`src/rtl/comparator_digit_feeder_if.sv`:
```
// Digit interface between the parallel operand source, the digit-serial feeder
// and the downstream comparator tree.
interface comparator_digit_feeder_if #(
    parameter int NUM_INPUTS  = 5,
    parameter int DIGIT_WIDTH = 3,
    parameter int NUM_DIGITS  = 4,
    parameter int PIPE_DEPTH  = 3
);
    localparam int WORD_WIDTH = NUM_DIGITS * DIGIT_WIDTH;
    localparam int IDX_W = ($clog2(NUM_DIGITS + PIPE_DEPTH) > 0) ? $clog2(NUM_DIGITS + PIPE_DEPTH) : 1;

    logic                              io_in_valid;
    logic                              io_in_ready;
    logic [NUM_INPUTS*WORD_WIDTH-1:0]  io_in_bits;
    logic                              io_stall;
    logic                              io_start;
    logic [NUM_INPUTS*DIGIT_WIDTH-1:0] io_digits;
    logic [IDX_W-1:0]                  io_digitIndex;
    logic                              io_last;
    logic                              io_done;

    modport master (
        input  io_in_valid, io_in_bits, io_stall,
        output io_in_ready, io_start, io_digits, io_digitIndex, io_last, io_done
    );

    modport slave (
        output io_in_valid, io_in_bits, io_stall,
        input  io_in_ready, io_start, io_digits, io_digitIndex, io_last, io_done
    );
endinterface

```
`src/rtl/comparator_digit_feeder.sv`:
```
// Captures a parallel vector of operands and streams them MSB digit first,
// then holds the start qualifier for PIPE_DEPTH drain cycles and pulses done.
module comparator_digit_feeder #(
    parameter int NUM_INPUTS  = 5,
    parameter int DIGIT_WIDTH = 3,
    parameter int NUM_DIGITS  = 4,
    parameter int PIPE_DEPTH  = 3
) (
    input  logic clock,
    input  logic reset,
    comparator_digit_feeder_if.master bus
);
    localparam int WORD_WIDTH = NUM_DIGITS * DIGIT_WIDTH;
    localparam int TOTAL      = NUM_DIGITS + PIPE_DEPTH;
    localparam int CNT_W      = ($clog2(TOTAL) > 0) ? $clog2(TOTAL) : 1;
    localparam logic [CNT_W-1:0] LAST_DIGIT = CNT_W'(NUM_DIGITS - 1);
    localparam logic [CNT_W-1:0] LAST_DRAIN = CNT_W'(TOTAL - 1);

    typedef enum logic [1:0] {IDLE, SHIFT, DRAIN, DONE} state_t;

    state_t                state_q;
    logic [CNT_W-1:0]      cnt_q;
    logic [WORD_WIDTH-1:0] sreg_q [NUM_INPUTS];

    logic active;
    logic handshake;

    assign active    = (state_q == SHIFT) || (state_q == DRAIN);
    assign handshake = bus.io_in_valid && bus.io_in_ready;

    always_ff @(posedge clock) begin
        if (reset) begin
            state_q <= IDLE;
            cnt_q   <= '0;
            for (int i = 0; i < NUM_INPUTS; i++) sreg_q[i] <= '0;
        end else begin
            case (state_q)
                IDLE: begin
                    if (handshake) begin
                        for (int i = 0; i < NUM_INPUTS; i++)
                            sreg_q[i] <= bus.io_in_bits[i*WORD_WIDTH +: WORD_WIDTH];
                        cnt_q   <= '0;
                        state_q <= SHIFT;
                    end
                end
                SHIFT: begin
                    // A stalled cycle freezes registers so the same digit is re-presented.
                    if (!bus.io_stall) begin
                        for (int i = 0; i < NUM_INPUTS; i++)
                            sreg_q[i] <= sreg_q[i] << DIGIT_WIDTH;
                        cnt_q <= cnt_q + CNT_W'(1);
                        if (cnt_q == LAST_DIGIT) begin
                            if (PIPE_DEPTH == 0) state_q <= DONE;
                            else                 state_q <= DRAIN;
                        end
                    end
                end
                DRAIN: begin
                    if (!bus.io_stall) begin
                        cnt_q <= cnt_q + CNT_W'(1);
                        if (cnt_q == LAST_DRAIN) state_q <= DONE;
                    end
                end
                DONE: begin
                    cnt_q   <= '0;
                    state_q <= IDLE;
                end
                default: state_q <= IDLE;
            endcase
        end
    end

    always_comb begin
        bus.io_digits = '0;
        if (state_q == SHIFT) begin
            for (int i = 0; i < NUM_INPUTS; i++)
                bus.io_digits[i*DIGIT_WIDTH +: DIGIT_WIDTH] = sreg_q[i][WORD_WIDTH-1 -: DIGIT_WIDTH];
        end
    end

    // Ready is masked by reset so the source never sees a false acceptance window.
    assign bus.io_in_ready   = (state_q == IDLE) && !reset;
    assign bus.io_start      = active && !bus.io_stall;
    assign bus.io_digitIndex = active ? cnt_q : '0;
    assign bus.io_last       = (state_q == SHIFT) && (cnt_q == LAST_DIGIT);
    assign bus.io_done       = (state_q == DONE);
endmodule

```
`src/flat_wrapper.sv`:
```
// flat-port wrapper written by rule: the top's interface ports become plain ports
module comparator_digit_feeder_flat 
#(
    parameter int NUM_INPUTS  = 5,
    parameter int DIGIT_WIDTH = 3,
    parameter int NUM_DIGITS  = 4,
    parameter int PIPE_DEPTH  = 3
)
  (clock, reset, bus_io_in_valid, bus_io_in_bits, bus_io_stall, bus_io_in_ready, bus_io_start, bus_io_digits, bus_io_digitIndex, bus_io_last, bus_io_done);
  comparator_digit_feeder_if #(.NUM_INPUTS(NUM_INPUTS), .DIGIT_WIDTH(DIGIT_WIDTH), .NUM_DIGITS(NUM_DIGITS), .PIPE_DEPTH(PIPE_DEPTH)) bus_i ();
  input  logic clock;
  input  logic reset;
  input wire logic [$bits(bus_i.io_in_valid)-1:0] bus_io_in_valid;
  input wire logic [$bits(bus_i.io_in_bits)-1:0] bus_io_in_bits;
  input wire logic [$bits(bus_i.io_stall)-1:0] bus_io_stall;
  output wire logic [$bits(bus_i.io_in_ready)-1:0] bus_io_in_ready;
  output wire logic [$bits(bus_i.io_start)-1:0] bus_io_start;
  output wire logic [$bits(bus_i.io_digits)-1:0] bus_io_digits;
  output wire logic [$bits(bus_i.io_digitIndex)-1:0] bus_io_digitIndex;
  output wire logic [$bits(bus_i.io_last)-1:0] bus_io_last;
  output wire logic [$bits(bus_i.io_done)-1:0] bus_io_done;
  assign bus_i.io_in_valid = bus_io_in_valid;
  assign bus_i.io_in_bits = bus_io_in_bits;
  assign bus_i.io_stall = bus_io_stall;
  assign bus_io_in_ready = bus_i.io_in_ready;
  assign bus_io_start = bus_i.io_start;
  assign bus_io_digits = bus_i.io_digits;
  assign bus_io_digitIndex = bus_i.io_digitIndex;
  assign bus_io_last = bus_i.io_last;
  assign bus_io_done = bus_i.io_done;
  comparator_digit_feeder #(.NUM_INPUTS(NUM_INPUTS), .DIGIT_WIDTH(DIGIT_WIDTH), .NUM_DIGITS(NUM_DIGITS), .PIPE_DEPTH(PIPE_DEPTH)) u_core (.clock(clock), .reset(reset), .bus(bus_i));
endmodule
```
`config.mk`:
```
export PLATFORM = sky130hd
export DESIGN_NAME = comparator_digit_feeder_flat
export DESIGN_NICKNAME = d
export VERILOG_FILES = /design/src/rtl/comparator_digit_feeder_if.sv /design/src/rtl/comparator_digit_feeder.sv /design/src/flat_wrapper.sv
export SDC_FILE = /design/constraint.sdc
export NUM_CORES = 1
export LEC_CHECK = 0
export CORE_MARGIN = 3
export CORE_UTILIZATION = 43
export DETAILED_ROUTE_END_ITERATION = 10
export PLACE_DENSITY = 0.74
export SLEW_MARGIN = 20
export SYNTH_ARGS = -nofsm -noshare
export SYNTH_HDL_FRONTEND = slang
export SYNTH_SLANG_ARGS = --single-unit
export TNS_END_PERCENT = 30
```
`constraint.sdc`:
```
create_clock -name clock -period 2.53 [get_ports clock]
set_input_delay 0.506 -clock clock [delete_from_list [all_inputs] [get_ports clock]]
set_output_delay 0.506 -clock clock [all_outputs]
set_load 0.1 [all_outputs]
```
* Yosys cells after proc, flatten, opt, wreduce, memory -nomap -nowiden
Memory sizes are Yosys's and may differ from the RTL's.
Index checks and enable logic that the tools add are counted.
** Word-level totals
- Register bits after elaboration :: 5
- Latch bits :: 0
- Bits in writable memories :: 60
- Memory bits (read-only) :: 0
- Input port bits :: 64
- Output and inout bits :: 22
- Logic and storage cells :: 67
- Memories kept :: 1
** Memories
- u_core.sreg_q :: words 5, bits a word 12, read ports 5, clocked after Yosys merged registers in 0, wr ports 5, line comparator_digit_feeder.sv:23 : logic [WORD_WIDTH-1:0] sreg_q [NUM_INPUTS];
** Operators by class
- Add/subtract/negate cells :: 1
- Multiply operators :: 0
- Divide/modulo/power cells :: 0
- Order comparisons :: 0
- Equal/unequal tests :: 11
- Shift operators :: 0
- Mux-type cells :: 31
- Bitwise operators :: 10
- Reductions and logical operators :: 11
** Operator list (count)
- 12-bit two-way mux :: 10
- 15-bit two-way mux :: 1
- 1-bit two-way mux :: 10
- 2-bit two-way mux :: 5
- 2-bit != test, second input constant :: 5
- 1-bit OR :: 10
- 3-bit two-way mux :: 3
- 3-bit one-hot mux with 3 select lines :: 1
- 2-bit one-hot mux with 4 select lines :: 1
- 5-bit AND reduction :: 1
- 2-bit == test, second input constant :: 2
- 1-bit logical AND :: 4
- 3-bit by 1-bit adder with 3-bit output, second input constant :: 1
- 3-bit by 2-bit == test with 1-bit output, second input constant :: 1
- 3-bit == test, second input constant :: 1
- 2-bit by 1-bit == test with 1-bit output, second input constant :: 1
- 1-bit zero test :: 2
- 2-bit zero test :: 1
- 2-bit by 1-bit != test with 1-bit output, second input constant :: 1
- 2-bit AND reduction :: 1
- 2-bit OR reduction :: 1
- 1-bit logical OR :: 1

* Depth between registers and ports, before layout
Gate-level depths: netlist of the first run.
- Depth after elaboration :: 9
- Mapped depth :: 7
- Gate-level depth less buffers :: 5

* Worst setup path after synthesis of the first run
OpenSTA, ideal clock, no wires.
- Path type :: reg-to-output
- Start point :: reg u_core.state_q[0]
- End point :: out bus_io_in_ready
- Arrival time :: 2.253 ns
- Required time :: 2.024 ns
- Path slack :: -0.229 ns
- Stages on the path, launching flop included :: 5
- Path buffers :: 1
- Cell sequence :: dfxtp_1 > inv_1 > ha_1 > clkbuf_1 > nor2b_1
** Between the ends
- Cells in the longest elaborated chain, start to end :: 2
** Ends and longest elaborated chain
- from (decl) :: line comparator_digit_feeder.sv:21 : state_t state_q;
- from (signal assigned) :: line comparator_digit_feeder.sv:33 : state_q <= IDLE;
- from (signal assigned) :: line comparator_digit_feeder.sv:43 : state_q <= SHIFT;
- from (signal assigned) :: line comparator_digit_feeder.sv:53 : if (PIPE_DEPTH == 0) state_q <= DONE;
- 2-bit zero test :: line comparator_digit_feeder.sv:82 : assign bus.io_in_ready = (state_q == IDLE) && !reset;
- 1-bit logical AND :: line comparator_digit_feeder.sv:82
- to (decl) :: line flat_wrapper.sv:16 : output wire logic [$bits(bus_i.io_in_ready)-1:0] bus_io_in_ready;
No other way between the ends.

* Final worst setup path of the first run
- Start point :: reg u_core.state_q[0]
- End point :: out bus_io_start
** Between the ends
- Cells in the longest elaborated chain, start to end :: 3
- Elaborated cells between the ends (all ways) :: 4
- Classes of those cells :: 2 x eq/ne; 2 x reduce/logical
** Ends and longest elaborated chain
- 2-bit by 1-bit == test with 1-bit output / 2-bit == test (equally long branches) :: line comparator_digit_feeder.sv:28 : assign active = (state_q == SHIFT) || (state_q == DRAIN);
- 1-bit logical OR (*) :: line comparator_digit_feeder.sv:28
- 1-bit logical AND (*) :: line comparator_digit_feeder.sv:83 : assign bus.io_start = active && !bus.io_stall;
- to (decl) :: line flat_wrapper.sv:17 : output wire logic [$bits(bus_i.io_start)-1:0] bus_io_start;
Every way passes the cells marked *; elsewhere a longest branch is shown, timed or not.

==> results of run 1 <==
[metrics by stage]
stage	instances	worst slack, ps	util [%]
after floorplan	205	282	-
after global placement	359	322	63.5
after detailed placement	359	256	63.5
after CTS	375	356	66.8
after global routing	375	257	66.8
final	375	367	66.8
[routing by layer]
metal / global-route usage [%] / wire length (um)
met1: 20.7 / 2570
met2: 24.1 / 2740
met3: 5.40 / 486
met4: 7.01 / 89
met5: 0 / 0
[state kept, by name, indices dropped and copies added (netlist names)]
register / count
u_core.sreg_q: 60
u_core.cnt_q: 3
u_core.state_q: 2
[power groups by stage]
| stage | logic (mW) | clock network, mW | registers (mW) |
|---|---|---|---|
| after floorplan | 1.03 | 0 | 1.66 |
| after detailed placement | 1.63 | 0 | 1.68 |
| after global routing | 1.71 | 1.00 | 1.69 |
| final | 1.61 | 0.932 | 1.66 |
| after CTS | 1.63 | 0.952 | 1.66 |
| after global placement | 1.59 | 0 | 1.67 |
[cells in the final DEF, fill, tap and decap left out, types with 2 or more instances in the layout]
| cell | instances |
|---|---|
| clkbuf_8 | 9 |
| bufinv_16 | 2 |
| buf_4 | 6 |
| and2_1 | 34 |
| a31oi_1 | 3 |
| nand3_1 | 3 |
| a22o_1 | 45 |
| edfxtp_1 | 60 |
| clkdlybuf4s50_1 | 63 |
| a211o_1 | 3 |
| ha_1 | 8 |
| nand2b_1 | 4 |
| nor2b_2 | 2 |
| mux2i_1 | 2 |
| inv_1 | 4 |
| nand2_1 | 4 |
| dfxtp_1 | 5 |
| a311oi_1 | 3 |
| clkinv_2 | 2 |
| buf_12 | 24 |
[layout make-up]
| class | count | area [um^2] | share of cell area (%) |
|---|---|---|---|
| Timing Repair Buffer | 93 | 1160 | 26.7 |
| Clock buffer | 10 | 128 | 2.94 |
| Inverter | 4 | 15.0 | 0.346 |
| Clock inverter | 6 | 82.6 | 1.90 |
| Multi-Input combinational cell | 120 | 956 | 22.0 |
| Sequential cell | 65 | 1900 | 43.9 |
| Tap cell | 77 | 96.3 | 2.22 |
[worst max path at each step]
stage	from	endpoint	slack (ps)	cells past startpoint
2_1_floorplan	u_core.state_q[0]	bus_io_in_ready	280	4
3_3_place_gp	reset	u_core.sreg_q[0][32]	320	5
3_5_place_dp	reset	u_core.state_q[0]	260	4
4_1_cts	u_core.state_q[0]	bus_io_start	360	4
5_1_grt	u_core.state_q[0]	bus_io_start	260	4
6_report	u_core.state_q[0]	bus_io_start	370	4
[cell families after synthesis]
group / count (synthesis)
DFF: 65
and+or+nand+nor: 54
AOI/OAI and AO/OA: 56
adders and majority gates: 8
buffers and inverters: 20
muxes: 2
[worst max-delay path, cell delays in order (launching register included)]
cell	delay, ps
dfxtp_1	380
inv_1	90
ha_1	420
nor2b_2	240
buf_12	190
==> metrics.md, run 1 <==
| Metric | Value |
|---|---|
| Top cells by count, synth | `60 x edfxtp_1, 45 x a22o_1, 34 x and2_1, 8 x clkbuf_1, 8 x ha_1` |
| Hold Path Sink | `u_core.state_q[1]` |
| Fraction of the mapped netlist area in simple logic gates | `a little under an eighth` |
| Psw | `~1.4 mW` |
| RSZ-0062 raised after global routing | `no` |
| Combinational Power Share | `around two fifths` |
| Largest net degree at the start of global routing | `40` |
| Cell row count | `29` |
| Share of post-route cells with drive strength above 1 | `roughly 17%` |
| Pins over their slew limit | `0` |
| Peak VDD IR | `roughly 560 uV` |
| Post-route ant nets | `0` |
| Synth Area in XOR/XNOR | `0%` |
| GRT Resource Usage Total | `around 16%` |
| Critical path data arrival time | `1660 ps` |
| H-Tree Level Count | `3` |
| Vias | `1969` |
| Area growth syn-to-layout | `47.6%` |
| 1st-pass router iterations | `4` |
| Hold WC Path Type | `flop to flop` |
| Total die area | `a little under 8000 um^2` |
| Worst hold start | `u_core.state_q[1]` |
| Seq pwr share | `between 30% and 40%` |
| Worst reg2reg setup slack | `roughly 600 ps` |
| Final hold vios | `0` |
| Top-area cell type share of the netlist area | `61.3%` |
| Number of buffers created by CTS | `9` |
| Port Buffers | `85` |
| Post-layout nets | `roughly 370` |
| FF-to-FF path depth | `6` |
| CTS tree | `built` |
| Vias in the first global route | `1998` |
| Post-Syn Area | `2940 um^2` |
| # diodes | `0` |
| Hold Path Depth | `2` |
| Drt total wl | `about 5900 um` |
| Die Y | `between 80 and 90 um` |
| Routed length per instance | `roughly 16 um` |
| CTS clk-pin slew, worst paths | `~70 ps` |
| Die X-Extent | `88.7 um` |
| Ys async rst share | `0%` |
| Final Cell Area | `between 4000 and 5000 um^2` |
| Post-synthesis sequential element count | `65` |
| Fill count | `around 480` |
| GR Overflow Total | `0` |
| Area contributors post-synth | `edfxtp_1 61%, a22o_1 13%, and2_1 7.2%, dfxtp_1 3.4%, ha_1 3.4%` |
| Cell area after placement | `around 4100 um^2` |
| IO Count | `86` |
| Power, Total | `4.20 mW` |
| Core ar. | `approximately 6500 um^2` |
| Hold buffer count at CTS | `0` |
| Period utilization | `85.5%` |
| Syn Inst Count | `around 200` |
| Avg Inst Size Synth | `about 14 um^2` |
| Initial Util | `a little under half` |
| Area leader, netlist | `edfxtp_1` |
| R2R Path End | `u_core.sreg_q[0][31]` |
| Initial antenna violation count | `0` |
| Largest family of logic cells by synthesized area | `compound AO/OA/AOI/OAI gates` |
| Max Fanout on Critical Path | `8` |
| Max_slew headroom | `about 63%` |
| Global-route wire length before repair | `roughly 9300 um` |
| Internal power | `2.75 mW` |
| Yosys warnings | `0` |
| Post-CTS Setup Repair Bufs | `0` |
| Fmax | `462 MHz` |
| Gp weighted congestion | `approximately 0.7` |
| Post-CTS sizing | `0` |
| Most used standard cell by instance count after synthesis | `edfxtp_1` |
| Via density | `~5.3` |
| Netlist cell types | `24` |
| Hold WS | `approximately 520 ps` |
| Post-synthesis sequential area ratio | `64.7%` |
| Status | `complete, no violations` |
| Clk sinks | `65` |
| Clock power frac | `approximately 22%` |
| Final setup viols | `0` |
| Clock Skews | `around 3.9 ps` |
| Fin crit period | `between 2000 and 2500 ps` |
| Post-Synth Adder-Cell Area | `roughly 3.4%` |
| P_leak | `~1.7 nW` |
| Sw frac | `between 30% and 40%` |
| Worst skew pair latency | `~330 ps` |
| Max cap viols | `0` |
| Area fraction in compound gates after synthesis | `between 10% and 20%` |
| Element type at the critical path start | `flop` |
| DRT iter0 DRCs | `81` |
| Multiplexer share of the synthesized area | `less than 1%` |
| Critical path type | `flop to output port` |
| Pwr dens | `about 970 nW/um^2` |
| Post-DP HPWL | `4040 um` |
| Post-synth EDFFs | `60` |
| Critical Path RT | `2020 ps` |
| FF-to-FF Start | `u_core.state_q[1]` |
| Worst-Margin Slew | `between 500 and 600 ps` |
| Setup crit end kind | `output port` |
| Post-synth top flop | `edfxtp_1` |
| DRC | `0` |
| Post-synth net total | `between 200 and 300` |
| Root buf cell | `clkbuf_8` |
| Post-route setup TNS | `0 ps` |
| Clock Tree Buf Depth | `2` |
Power figures use the tool's default switching activity.
==> run 2, diff against run 1 <==
--- a/config.mk
+++ b/config.mk
@@ -8,7 +8,8 @@
 export CORE_MARGIN = 3
 export CORE_UTILIZATION = 43
 export DETAILED_ROUTE_END_ITERATION = 10
-export PLACE_DENSITY = 0.74
+export PLACE_DENSITY = 0.76
+export RECOVER_POWER = 50
 export SLEW_MARGIN = 20
 export SYNTH_ARGS = -nofsm -noshare
 export SYNTH_HDL_FRONTEND = slang
==> run 2 against run 1 <==
Final cell count grew 0.27%. Power shrank 3.5%. Combinational power shrank 4%. Die area is the same. Maximum frequency shrank 3.3%. Clock power shrank 10%. Register-to-register slack lost 120 ps. Critical path type is now input pin to output port. Critical endpoint is now bus_io_in_ready. Largest cell class unchanged. Highest routed layer unchanged.
==> metrics.md, run 2 (synthesized netlist as in run 1, its figures left out) <==
| Metric | Value |
|---|---|
| Max Fanout on Critical Path | `12` |
| Critical path data arrival time | `about 1700 ps` |
| 1st-pass router iterations | `4` |
| Most flops, register | `u_core.sreg_q` |
| Power, Total | `about 4.1 mW` |
| GRT Resource Usage Total | `between 10% and 20%` |
| Cell row count | `29` |
| Largest incremental delay on the critical path | `~460 ps` |
| Port Buffers | `85` |
| CTS clk-pin slew, worst paths | `70 ps` |
| Critical path type | `input pin to output port` |
| Element type at the critical path start | `input pin` |
| Post-route ant nets | `0` |
| Period utilization | `between 80% and 90%` |
| Number of buffers created by CTS | `9` |
| Final hold vios | `0` |
| FF-to-FF Start | `u_core.state_q[1]` |
| Peak VDD IR | `490 uV` |
| Cell area after placement | `4110 um^2` |
| Clock power frac | `around a fifth` |
| Hold WS | `about 520 ps` |
| R2R Path End | `u_core.sreg_q[0][4]` |
| Via density | `5.33` |
| Fill count | `~490` |
| Pins over their slew limit | `0` |
| Combinational Power Share | `38.3%` |
| GR Overflow Total | `0` |
| Psw | `roughly 1.4 mW` |
| Drt total wl | `5810 um` |
| Worst Path Buf+Inv | `3` |
| Status | `complete, no violations` |
| Worst hold start | `u_core.state_q[0]` |
| Family with the most delay on the worst path | `buffers and inverters` |
| Max_slew headroom | `between 60% and 70%` |
| Post-CTS Setup Repair Bufs | `0` |
| Cells along the critical path | `clkdlybuf4s50_1 -> clkbuf_1 -> nor2b_2 -> buf_12` |
| Fmax | `~450 MHz` |
| Initial antenna violation count | `0` |
| Top flop regs | `u_core.sreg_q (60), u_core.cnt_q (3), u_core.state_q (2)` |
| Area growth syn-to-layout | `44.7%` |
| Gp weighted congestion | `0.711` |
| Pwr dens | `953 nW/um^2` |
| Post-layout nets | `~370` |
| DRT iter0 DRCs | `83` |
| Root buf cell | `clkbuf_8` |
| Setup crit end kind | `output port` |
| Post-route setup TNS | `0 ps` |
| DRC | `0` |
| Most common cell after layout, fill and taps aside | `clkdlybuf4s50_1` |
| Critical Path RT | `slightly above 2000 ps` |
| Die X-Extent | `about 89 um` |
| Max cap viols | `0` |
| CTS tree | `built` |
| Die Y | `~90 um` |
| Slowest-stage cell, CP | `clkdlybuf4s50_1` |
| IO Count | `86` |
| FF-to-FF path depth | `6` |
| Post-DP HPWL | `a little under 4000 um` |
| Largest net degree at the start of global routing | `43` |
| Initial Util | `between 40% and 50%` |
| Vias in the first global route | `1970` |
| Routed length per instance | `15.5 um` |
| Clk sinks | `65` |
| # diodes | `0` |
| Max reg flops | `60` |
| Hold Path Depth | `2` |
| Core ar. | `6490 um^2` |
| Sw frac | `between 30% and 40%` |
| Commonest non-fill, non-tap cells in the layout | `63 x clkdlybuf4s50_1, 60 x edfxtp_1, 45 x a22o_1` |
| Worst-Margin Slew | `around 570 ps` |
| Internal power | `2.61 mW` |
| Clock Tree Buf Depth | `2` |
| Final Cell Area | `roughly 4300 um^2` |
| Vias | `2003` |
| Post-CTS sizing | `0` |
| P_leak | `about 1.6 nW` |
| RSZ-0062 raised after global routing | `no` |
| Hold buffer count at CTS | `0` |
| Seq pwr share | `41.0%` |
| Total die area | `approximately 7900 um^2` |
| H-Tree Level Count | `3` |
| Pre-CTS setup slack | `between 300 and 400 ps` |
| Final worst slack | `a little under 300 ps` |
| Hold Path Sink | `u_core.state_q[0]` |
| Fin crit period | `around 2200 ps` |
| Worst skew pair latency | `approximately 330 ps` |
| Final setup viols | `0` |
| Global-route wire length before repair | `between 9000 and 10000 um` |
| Clock Skews | `around 6.4 ps` |
| Share of post-route cells with drive strength above 1 | `between 10% and 20%` |
| Hold WC Path Type | `flop to flop` |
| Worst reg2reg setup slack | `between 400 and 500 ps` |
[run 2: power by group through the flow]
stage | Sequential (mW) | Combinational, mW | Clock (mW)
final | 1.66 | 1.55 | 0.838
after global routing | 1.70 | 1.65 | 0.906
after detailed placement | 1.69 | 1.60 | 0
after global placement | 1.67 | 1.57 | 0
after floorplan | 1.66 | 1.03 | 0
after CTS | 1.66 | 1.61 | 0.859
[run 2: worst max-delay path by stage]
stage,start,slack [ps],cells after the start,end
global placement,reset,420,5,u_core.state_q[0]
detailed placement,reset,320,5,u_core.state_q[0]
CTS,u_core.state_q[1],350,4,bus_io_in_ready
finish,reset,290,4,bus_io_in_ready
floorplan,u_core.state_q[0],280,4,bus_io_in_ready
global route,reset,230,4,bus_io_in_ready
[run 2: stage by stage]
step           instances  util (%)
2_1_floorplan        205         -
3_3_place_gp         360      63.2
3_5_place_dp         360      63.2
4_1_cts              376      66.1
5_1_grt              376      65.5
6_report             376      65.5
[run 2: area by class of cell]
cell class                 count  area, um^2  area share, %
sequential                    65        1900           44.7
timing repair buffer          94        1110           26.2
multi-input combinational    120         937           22.0
clock buffer                  10         128           3.00
tap                           77        96.3           2.27
clock inverter                 6        58.8           1.38
inverter                       4        15.0          0.353
[run 2: metal layers]
layer  GRT usage [%]  share of wire (%)
met2            24.7                 49
met3            5.21                7.4
met4            7.01                1.3
met1            19.5                 42
met5               0                  0
[run 2: worst register-to-register path, delay by kind of cell, from the launching register on]
family / cells / cell delay, ps
buf+inv: 2 / 530
flops: 1 / 340
compound gates: 1 / 230
simple gates: 2 / 430
fa+ha+maj: 1 / 400
==> run 3, diff against run 2 <==
--- a/config.mk
+++ b/config.mk
@@ -6,9 +6,9 @@
 export NUM_CORES = 1
 export LEC_CHECK = 0
 export CORE_MARGIN = 3
-export CORE_UTILIZATION = 43
+export CORE_UTILIZATION = 50
 export DETAILED_ROUTE_END_ITERATION = 10
-export PLACE_DENSITY = 0.76
+export PLACE_DENSITY = 0.83
 export RECOVER_POWER = 50
 export SLEW_MARGIN = 20
 export SYNTH_ARGS = -nofsm -noshare
==> constraint.sdc (replaced) <==
create_clock -name clock -period 2.8 [get_ports clock]
set_input_delay 0.56 -clock clock [delete_from_list [all_inputs] [get_ports clock]]
set_output_delay 0.56 -clock clock [all_outputs]
set_load 0.1 [all_outputs]
==> run 3 against run 2 <==
Non-clock buffer count fell by 3. Clock skew barely moved. Power fell by 11%. Clock power fell by 3.6%. Core utilization rose by 7.0 points. Sequential power fell by 9%. Die area fell by 13%. Critical endpoint unchanged.
==> metrics.md, run 3 (synthesized netlist as in run 1, its figures left out) <==
| Metric | Value |
|---|---|
| Worst hold start | `u_core.sreg_q[0][29]` |
| Critical path type | `input pin to output port` |
| Pins over their slew limit | `0` |
| Initial Util | `a little over half` |
| Critical Path RT | `~2200 ps` |
| RSZ-0062 raised after global routing | `no` |
| Final setup viols | `0` |
| Hold buffer count at CTS | `0` |
| Status | `complete, no violations` |
| Post-CTS Setup Repair Bufs | `0` |
| Max_slew headroom | `between 20 and 25%` |
| Root buf cell | `clkbuf_8` |
| Worst reg2reg setup slack | `between 400 and 500 ps` |
| Gp weighted congestion | `about 0.74` |
| Die X-Extent | `approximately 83 um` |
| Non-Filler Instances | `between 300 and 400` |
| CTS clk-pin slew, worst paths | `around 60 ps` |
| Worst skew pair latency | `between 300 and 400 ps` |
| Period utilization | `91.1%` |
| Final worst slack | `around 250 ps` |
| Clock Skews | `6.12 ps` |
| Post-route setup TNS | `0 ps` |
| FF-to-FF Start | `u_core.state_q[1]` |
| Post-CTS sizing | `0` |
| Final Util | `72.4%` |
| Total die area | `roughly 6800 um^2` |
| Hold WC Path Type | `flop to flop` |
| Max reg flops | `60` |
| Port Buffers | `85` |
| Critical path data arrival time | `1990 ps` |
| CTS tree | `built` |
| P_leak | `around 1.6 nW` |
| Via density | `5.49` |
| Drt total wl | `between 5000 and 6000 um` |
| FF-to-FF path depth | `6` |
| Post-layout nets | `about 360` |
| 1st-pass router iterations | `4` |
| Post-route ant nets | `0` |
| Post-DP HPWL | `4000 um` |
| Global-route wire length before repair | `8840 um` |
| DRT iter0 DRCs | `~110` |
| DRC | `0` |
| Top flop regs | `u_core.sreg_q (60), u_core.cnt_q (3), u_core.state_q (2)` |
| Inst Count DP | `about 350` |
| Most flops, register | `u_core.sreg_q` |
| GRT Resource Usage Total | `18.1%` |
| Max cap viols | `0` |
| R2R Path End | `u_core.sreg_q[0][28]` |
| IO Count | `86` |
| Worst-Margin Slew | `between 1000 and 1500 ps` |
| Routed length per instance | `between 15 and 20 um` |
| Number of buffers created by CTS | `9` |
| Hold WS | `about 530 ps` |
| Fill count | `approximately 400` |
| Share of post-route cells with drive strength above 1 | `between 10% and 20%` |
| Initial antenna violation count | `0` |
| Die Y | `around 83 um` |
| Commonest non-fill, non-tap cells in the layout | `62 x clkdlybuf4s50_1, 60 x edfxtp_1, 45 x a22o_1` |
| GR Overflow Total | `0` |
| Hold Path Depth | `1` |
| Peak VDD IR | `556 uV` |
| Vias | `about 2k` |
| # diodes | `0` |
| Pwr dens | `between 800 and 900 nW/um^2` |
| Vias in the first global route | `1977` |
| Setup crit end kind | `output port` |
| Fin crit period | `between 2000 and 3000 ps` |
| H-Tree Level Count | `3` |
| Max Fanout on Critical Path | `8` |
| Clk sinks | `65` |
| Element type at the critical path start | `input pin` |
| Hold Path Sink | `u_core.sreg_q[0][32]` |
| Fmax | `between 300 and 400 MHz` |
| Pre-CTS setup slack | `499 ps` |
| Most common cell after layout, fill and taps aside | `clkdlybuf4s50_1` |
| Largest net degree at the start of global routing | `approximately 60` |
| Cell row count | `27` |
| Final hold vios | `0` |
| Core ar. | `roughly 5600 um^2` |
| Area growth syn-to-layout | `38.3%` |
| Clock Tree Buf Depth | `2` |
==> run 3: cell count changes in the layout (fill, tap and decap cells not counted), sizes merged <==
| cell | delta |
|---|---|
| dlygate4sd3 | +1 |
| clkbuf | +3 |
| buf | -2 |
| clkinv | -2 |
| clkinvlp | -2 |
| clkdlybuf4s50 | -1 |
==> run 3: worst max-delay path, stage by stage <==
cell	delay, ps
dlygate4sd3_1	650
buf_4	210
nor2b_2	100
clkbuf_2	460
==> run 3: stage by stage <==
| step | power, mW | cell area [um^2] |
|---|---|---|
| floorplan | 2.44 | 2940 |
| global placement | 2.79 | 3890 |
| detailed placement | 2.84 | 3890 |
| CTS | 3.64 | 4100 |
| global route | 3.78 | 4060 |
| finish | 3.60 | 4060 |
==> run 3: cell type report <==
cell class,instances,area [um^2],share of cell area [%]
sequential,65,1900,46.8
clock buffer,14,173,4.25
inverter,4,15.0,0.370
timing repair buffer,91,905,22.3
tap,72,90.1,2.22
clock inverter,2,35.0,0.862
multi-input combinational,120,943,23.2
==> run 3: power by group <==
part	leakage (nW)	switching [mW]	total, mW	internal [mW]
registers	0.697	0.0858	1.51	1.42
clock network	0.107	0.325	0.808	0.483
logic	0.771	0.844	1.28	0.438
total	1.58	1.25	3.60	2.34
==> run 3: worst max-delay path by stage <==
stage / end / start / slack (ps) / cells past startpoint
6_report: bus_io_in_ready / reset / 250 / 4
3_5_place_dp: u_core.sreg_q[0][35] / bus_io_in_valid / 500 / 5
3_3_place_gp: u_core.sreg_q[0][51] / bus_io_in_valid / 540 / 5
4_1_cts: bus_io_digits[6] / u_core.state_q[1] / 440 / 4
5_1_grt: bus_io_in_ready / reset / 200 / 4
2_1_floorplan: bus_io_start / u_core.state_q[0] / 80 / 3
==> run 3: routing by layer <==
metal / wire, um / global-route usage [%]
met1: 2010 / 18.1
met2: 2980 / 31.8
met3: 481 / 7.27
met4: 169 / 9.64
met5: 0 / 0
